==> config.mk <==
export PLATFORM = sky130hd
export DESIGN_NAME = hex_shift_sched
export DESIGN_NICKNAME = d
export VERILOG_FILES = /design/src/rtl/hex_shift_sched.sv
export SDC_FILE = /design/constraint.sdc
export NUM_CORES = 1
export LEC_CHECK = 0
export ABC_AREA = 1
export CAP_MARGIN = 0
export CORE_ASPECT_RATIO = 0.6
export CORE_MARGIN = 4
export CORE_UTILIZATION = 35
export CTS_BUF_LIST = sky130_fd_sc_hd__clkbuf_8
export CTS_CLUSTER_DIAMETER = 200
export DETAILED_ROUTE_END_ITERATION = 10
export HOLD_SLACK_MARGIN = 0.15
export PLACE_DENSITY = 0.59
export SYNTH_ARGS = -nofsm -noshare
export SYNTH_HDL_FRONTEND = slang
export SYNTH_SLANG_ARGS = --single-unit
export TNS_END_PERCENT = 30
==> constraint.sdc <==
create_clock -name clk -period 2.4 [get_ports clk]
set_input_delay 0.36 -clock clk [delete_from_list [all_inputs] [get_ports clk]]
set_output_delay 0.36 -clock clk [all_outputs]
set_load 0.01 [all_outputs]
==> src/rtl/hex_shift_sched.sv <==
// hex_shift_sched
//   Arbiter and strobe generator for the 8-digit shift-register
//   seven-segment display. Two requesters share the display:
//     A : single-nibble pushes (e.g. keypad)
//     W : 32-bit word loads, shifted out most significant nibble first
//   Each nibble is presented on `i` with `shift` high for SETUP_CYCLES,
//   then `shift` is held low for PULSE_CYCLES (the display captures on the
//   falling edge), then high again for PULSE_CYCLES.
//
// Ports
//   clk     in   1   system clock, rising-edge
//   reset   in   1   asynchronous active-high reset
//   req_a   in   1   requester A level request, held until gnt_a
//   nib_a   in   4   A nibble, sampled in the gnt_a cycle
//   gnt_a   out  1   one-cycle grant to A
//   req_w   in   1   requester W level request, held until gnt_w
//   word_w  in  32   W word, sampled in the gnt_w cycle
//   gnt_w   out  1   one-cycle grant to W
//   busy    out  1   transaction in progress
//   done    out  1   pulse on the last cycle of a transaction
//   shift   out  1   registered display strobe, idles high
//   i       out  4   registered nibble to the display
module hex_shift_sched #(
    parameter int SETUP_CYCLES = 1,
    parameter int PULSE_CYCLES = 2
) (
    input  logic        clk,
    input  logic        reset,
    input  logic        req_a,
    input  logic [3:0]  nib_a,
    output logic        gnt_a,
    input  logic        req_w,
    input  logic [31:0] word_w,
    output logic        gnt_w,
    output logic        busy,
    output logic        done,
    output logic        shift,
    output logic [3:0]  i
);

    localparam int MAXC = (SETUP_CYCLES > PULSE_CYCLES) ? SETUP_CYCLES : PULSE_CYCLES;
    localparam int CW   = (MAXC > 1) ? $clog2(MAXC) : 1;

    localparam logic [CW-1:0] SETUP_LOAD = CW'(SETUP_CYCLES - 1);
    localparam logic [CW-1:0] PULSE_LOAD = CW'(PULSE_CYCLES - 1);

    typedef enum logic [1:0] {
        IDLE  = 2'd0,
        SETUP = 2'd1,
        LOW   = 2'd2,
        HIGH  = 2'd3
    } state_t;

    state_t          state_q, state_d;
    logic [CW-1:0]   cnt_q, cnt_d;      // cycles left in the current state, minus one
    logic [2:0]      idx_q, idx_d;      // nibbles still to send after the current one
    logic [27:0]     rest_q, rest_d;    // queued nibbles, next one in [27:24]
    logic            last_w_q, last_w_d; // round-robin pointer: 1 = W served last
    logic            gnt_a_q, gnt_a_d;
    logic            gnt_w_q, gnt_w_d;
    logic            busy_q, busy_d;
    logic            done_q, done_d;
    logic            shift_q, shift_d;
    logic [3:0]      i_q, i_d;
    logic            arb;

    always_comb begin
        state_d  = state_q;
        cnt_d    = cnt_q;
        idx_d    = idx_q;
        rest_d   = rest_q;
        last_w_d = last_w_q;
        i_d      = i_q;
        gnt_a_d  = 1'b0;
        gnt_w_d  = 1'b0;
        arb      = 1'b0;

        unique case (state_q)
            IDLE: begin
                // The cycle carrying a grant is the cycle the data is sampled.
                if (gnt_a_q || gnt_w_q) begin
                    state_d = SETUP;
                    cnt_d   = SETUP_LOAD;
                    if (gnt_w_q) begin
                        i_d    = word_w[31:28];
                        rest_d = word_w[27:0];
                        idx_d  = 3'd7;
                    end else begin
                        i_d    = nib_a;
                        rest_d = '0;
                        idx_d  = 3'd0;
                    end
                end else begin
                    arb = 1'b1;
                end
            end
            SETUP: begin
                if (cnt_q == '0) begin
                    state_d = LOW;
                    cnt_d   = PULSE_LOAD;
                end else begin
                    cnt_d = cnt_q - CW'(1);
                end
            end
            LOW: begin
                if (cnt_q == '0) begin
                    state_d = HIGH;
                    cnt_d   = PULSE_LOAD;
                end else begin
                    cnt_d = cnt_q - CW'(1);
                end
            end
            HIGH: begin
                if (cnt_q == '0) begin
                    if (idx_q != 3'd0) begin
                        state_d = SETUP;
                        cnt_d   = SETUP_LOAD;
                        idx_d   = idx_q - 3'd1;
                        i_d     = rest_q[27:24];
                        rest_d  = {rest_q[23:0], 4'h0};
                    end else begin
                        // Arbitrate on the way back to IDLE so the next grant
                        // lands in the very first IDLE cycle.
                        state_d = IDLE;
                        arb     = 1'b1;
                    end
                end else begin
                    cnt_d = cnt_q - CW'(1);
                end
            end
            default: state_d = IDLE;
        endcase

        if (arb) begin
            if (req_a && (!req_w || last_w_q)) begin
                gnt_a_d  = 1'b1;
                last_w_d = 1'b0;
            end else if (req_w) begin
                gnt_w_d  = 1'b1;
                last_w_d = 1'b1;
            end
        end

        // Outputs are a registered view of the next state.
        busy_d  = (state_d != IDLE);
        shift_d = (state_d != LOW);
        done_d  = (state_d == HIGH) && (cnt_d == '0) && (idx_d == 3'd0);
    end

    always_ff @(posedge clk or posedge reset) begin
        if (reset) begin
            state_q  <= IDLE;
            cnt_q    <= '0;
            idx_q    <= 3'd0;
            last_w_q <= 1'b1;
            gnt_a_q  <= 1'b0;
            gnt_w_q  <= 1'b0;
            busy_q   <= 1'b0;
            done_q   <= 1'b0;
            shift_q  <= 1'b1;
            i_q      <= 4'h0;
        end else begin
            state_q  <= state_d;
            cnt_q    <= cnt_d;
            idx_q    <= idx_d;
            last_w_q <= last_w_d;
            gnt_a_q  <= gnt_a_d;
            gnt_w_q  <= gnt_w_d;
            busy_q   <= busy_d;
            done_q   <= done_d;
            shift_q  <= shift_d;
            i_q      <= i_d;
        end
    end

    // Nibble queue is pure data; it is always reloaded before use.
    always_ff @(posedge clk) begin
        rest_q <= rest_d;
    end

    assign gnt_a = gnt_a_q;
    assign gnt_w = gnt_w_q;
    assign busy  = busy_q;
    assign done  = done_q;
    assign shift = shift_q;
    assign i     = i_q;

endmodule

==> summary.txt <==
Timing
  – Final Hold Viols: 0
  – FMAX: 0.489 GHz
  – Measured slew at the worst slew-check pin: 0.618 ns
  – Period utilisation layout: 85.2%
  – Max Clock Skew: 0.00563 ns
  – Slew margin rel.: 58.8%
  – Final-report setup violation count: 0
  – Fin crit period: 2.05 ns
  – Fin Setup TNS: 0 ns
  – Fin. max-slew vios: 0
  – Unrepaired setup endpoints after global routing: false
  – Final setup margin: 0.355 ns

CTS
  – Clock Latency Late Sink: 0.29 ns
  – CTS tree: built
  – Hold_buf cts: 0
  – CTS buffer count: 5
  – Clk sink count: 44
  – Clk root buf: clkbuf_8
  – Clock-pin slew on the worst setup and hold paths: 0.08 ns
  – CTS H-tree lvls: 2
  – Clock Path Buffers: 2
  – Post-CTS sizing: 0
  – Post-CTS setup buffer count: 0

Final layout
  – Share of layout cells above drive strength 1: 8.28%
  – Layout Nets: 347
  – Area growth, synth to finish: 29.1%
  – Post-route insts no fill: 386
  – Sequential cell area: 1240 µm²
  – Multi-input gate area: 817 µm²
  – Finished Cell Area: 2860 µm²
  – Diodes inserted: 0
  – Layout fillers: 634

Synthesis
  – Synth Area in Simple Gates: 28.8%
  – XOR/XNOR Fraction of Synth Area: 0%
  – Async S/R FF share, synth: 36.4%
  – Synth area leaders: edfxtp_1, dfrtp_1, nand2_1
  – Most common cell in the netlist: nand2_1
  – Syn avg cell area: 8.78 µm²
  – Top cell type's share of synthesized area: 38.0%
  – Post-synth EDFFs: 28
  – Syn. warnings: 0
  – Post-synth cell types: 24
  – Synth top cells by count: nand2_1, nand3_1, edfxtp_1, inv_1
  – Post-Synth Adder-Cell Area: 3.39%
  – Dominant cell type by area after synthesis: edfxtp_1
  – Post-Syn Area: 2210 µm²
  – Synth Net Count: 298
  – Post-synthesis compound-gate area fraction: 4.69%
  – Top FF cell, synth: edfxtp_1
  – Sequential-to-total area share from yosys stat: 56.2%
  – Syn Inst Count: 252
  – Synth Register Bits: 44
  – Mux cell area share after synthesis: 0%
  – Largest family of logic cells by synthesized area: simple AND/OR/NAND/NOR gates

Critical path
  – CP Launch Type: flop
  – Arr. time, crit path: 1.99 ns
  – Crit Path Class: flop to flop
  – CP Max Fanout: 36
  – Worst setup EP type: flop
  – Req. time, crit path: 2.34 ns

Detailed routing
  – Drt total wl: 5000 µm
  – Initial DRC count: 105
  – DRC Markers: 0
  – Detail Route Antenna Nets: 0
  – DR WL/cell: 12.9 µm
  – Vias: 1790
  – Vias per inst: 4.64
  – DRT Pass-1 Iters: 4

Floorplan
  – Row count: 22
  – Die Ht: 69.6 µm
  – Core Region: 6110 µm²
  – Top Ports: 49
  – Initial core utilization: 36.2%
  – Die Wd: 111 µm
  – Full die area: 7700 µm²

Global route
  – Vias in the first global route: 1599
  – First-pass GRT wire length: 8270 µm
  – Grt ovf: 0
  – Largest net degree at the start of global routing: 37
  – Initial antenna violation count: 0
  – All-Layer GR Usage: 13.3%

Place
  – Pre-CTS worst setup slack: 0.377 ns
  – GP Congestion: 0.896
  – Post-Place Cells: 378
  – Placed Area: 2780 µm²
  – Post-DP HPWL: 3640 µm
  – IO buf count: 48

Hold path
  – Worst Hold Class: primary input to async pin

Power
  – Peak supply drop: 617 µV
  – PD cells: 1250 nW/µm²
  – P_leak: 1.28 nW

Job
  – Maxcap violations: 0

Status
  – Status: finished clean
-- report_power, final --
part | leakage, nW | total (mW) | internal (mW) | switching [mW]
logic | 0.779 | 1.63 | 0.571 | 1.06
clock network | 0.0453 | 0.448 | 0.198 | 0.250
registers | 0.460 | 1.49 | 1.33 | 0.163
-- sequential cells by signal, indices dropped and copies added (netlist names) --
register  cells
rest_q       28
i             4
idx_q         3
state_q       2
busy          1
cnt_q         1
done          1
gnt_a         1
gnt_w         1
last_w_q      1
shift         1
-- layer usage --
metal | share of wire (%) | up-vias | track usage, % | wire, µm
met5 | 0 | - | 0 | 0
met4 | 0.22 | 0 | 2.46 | 11
met3 | 5.7 | 2 | 3.66 | 287
met2 | 40 | 51 | 17.5 | 1990
met1 | 54 | 817 | 21.1 | 2700
li1 | - | 920 | - | -
-- layout make-up --
| type | count | area share [%] |
|---|---|---|
| Timing Repair Buffer | 52 | 17.9 |
| Clock inverter | 3 | 0.482 |
| Multi-Input combinational cell | 172 | 28.6 |
| Sequential cell | 44 | 43.5 |
| Clock buffer | 5 | 2.41 |
| Inverter | 26 | 3.46 |
| Tap cell | 84 | 3.68 |
-- final timing paths --
check	from	end	slack (ns)	depth (start not counted)
worst max-delay path	state_q[0]	rest_q[10]	0.35	5
min in group clk	last_w_q	last_w_q	0.47	2
worst max register to register	state_q[0]	rest_q[10]	0.35	5
worst min register to register	last_w_q	last_w_q	0.47	2
max in group asynchronous	reset	idx_q[0]	1.57	2
worst min-delay path	reset	i[3]	0.44	2
-- through the flow --
stage               hold WS (ns)  total power [mW]  utilization, %
floorplan                  0.272              2.61               -
global placement           0.466              3.11            45.4
detailed placement         0.466              3.13            45.4
CTS                        0.471              3.59            46.8
global route               0.503              3.88            46.8
finish                     0.436              3.56            46.8
-- placed cells by master, fill, tap and decap left out, types with 2 or more instances in the layout --
master,n
a21oi_1,10
buf_4,4
clkbuf_8,5
clkdlybuf4s50_1,48
clkinv_2,3
dfrtp_1,14
dfstp_2,2
edfxtp_1,28
ha_1,6
inv_1,22
inv_2,3
nand2_1,84
nand2_2,4
nand3_1,42
nor2_1,14
nor2_4,2
o21ai_0,4
o21ai_1,2
-- critical path, cell delays in order (launching register included) --
cell and delay, ns:
dfrtp_1 0.44, ha_1 0.24, inv_2 0.28, nand2_1 0.16, a21oi_4 0.16, buf_4 0.40
-- cells by family (layout without fill, tap and decap cells) --
family	Yosys count	count (layout)
AND/OR/NAND/NOR	148	148
flip-flops	44	44
buffers and inverters	36	86
AO/OA/AOI/OAI	18	18
adder cells (fa/ha/maj)	6	6
(Power assumes the default switching activity.)
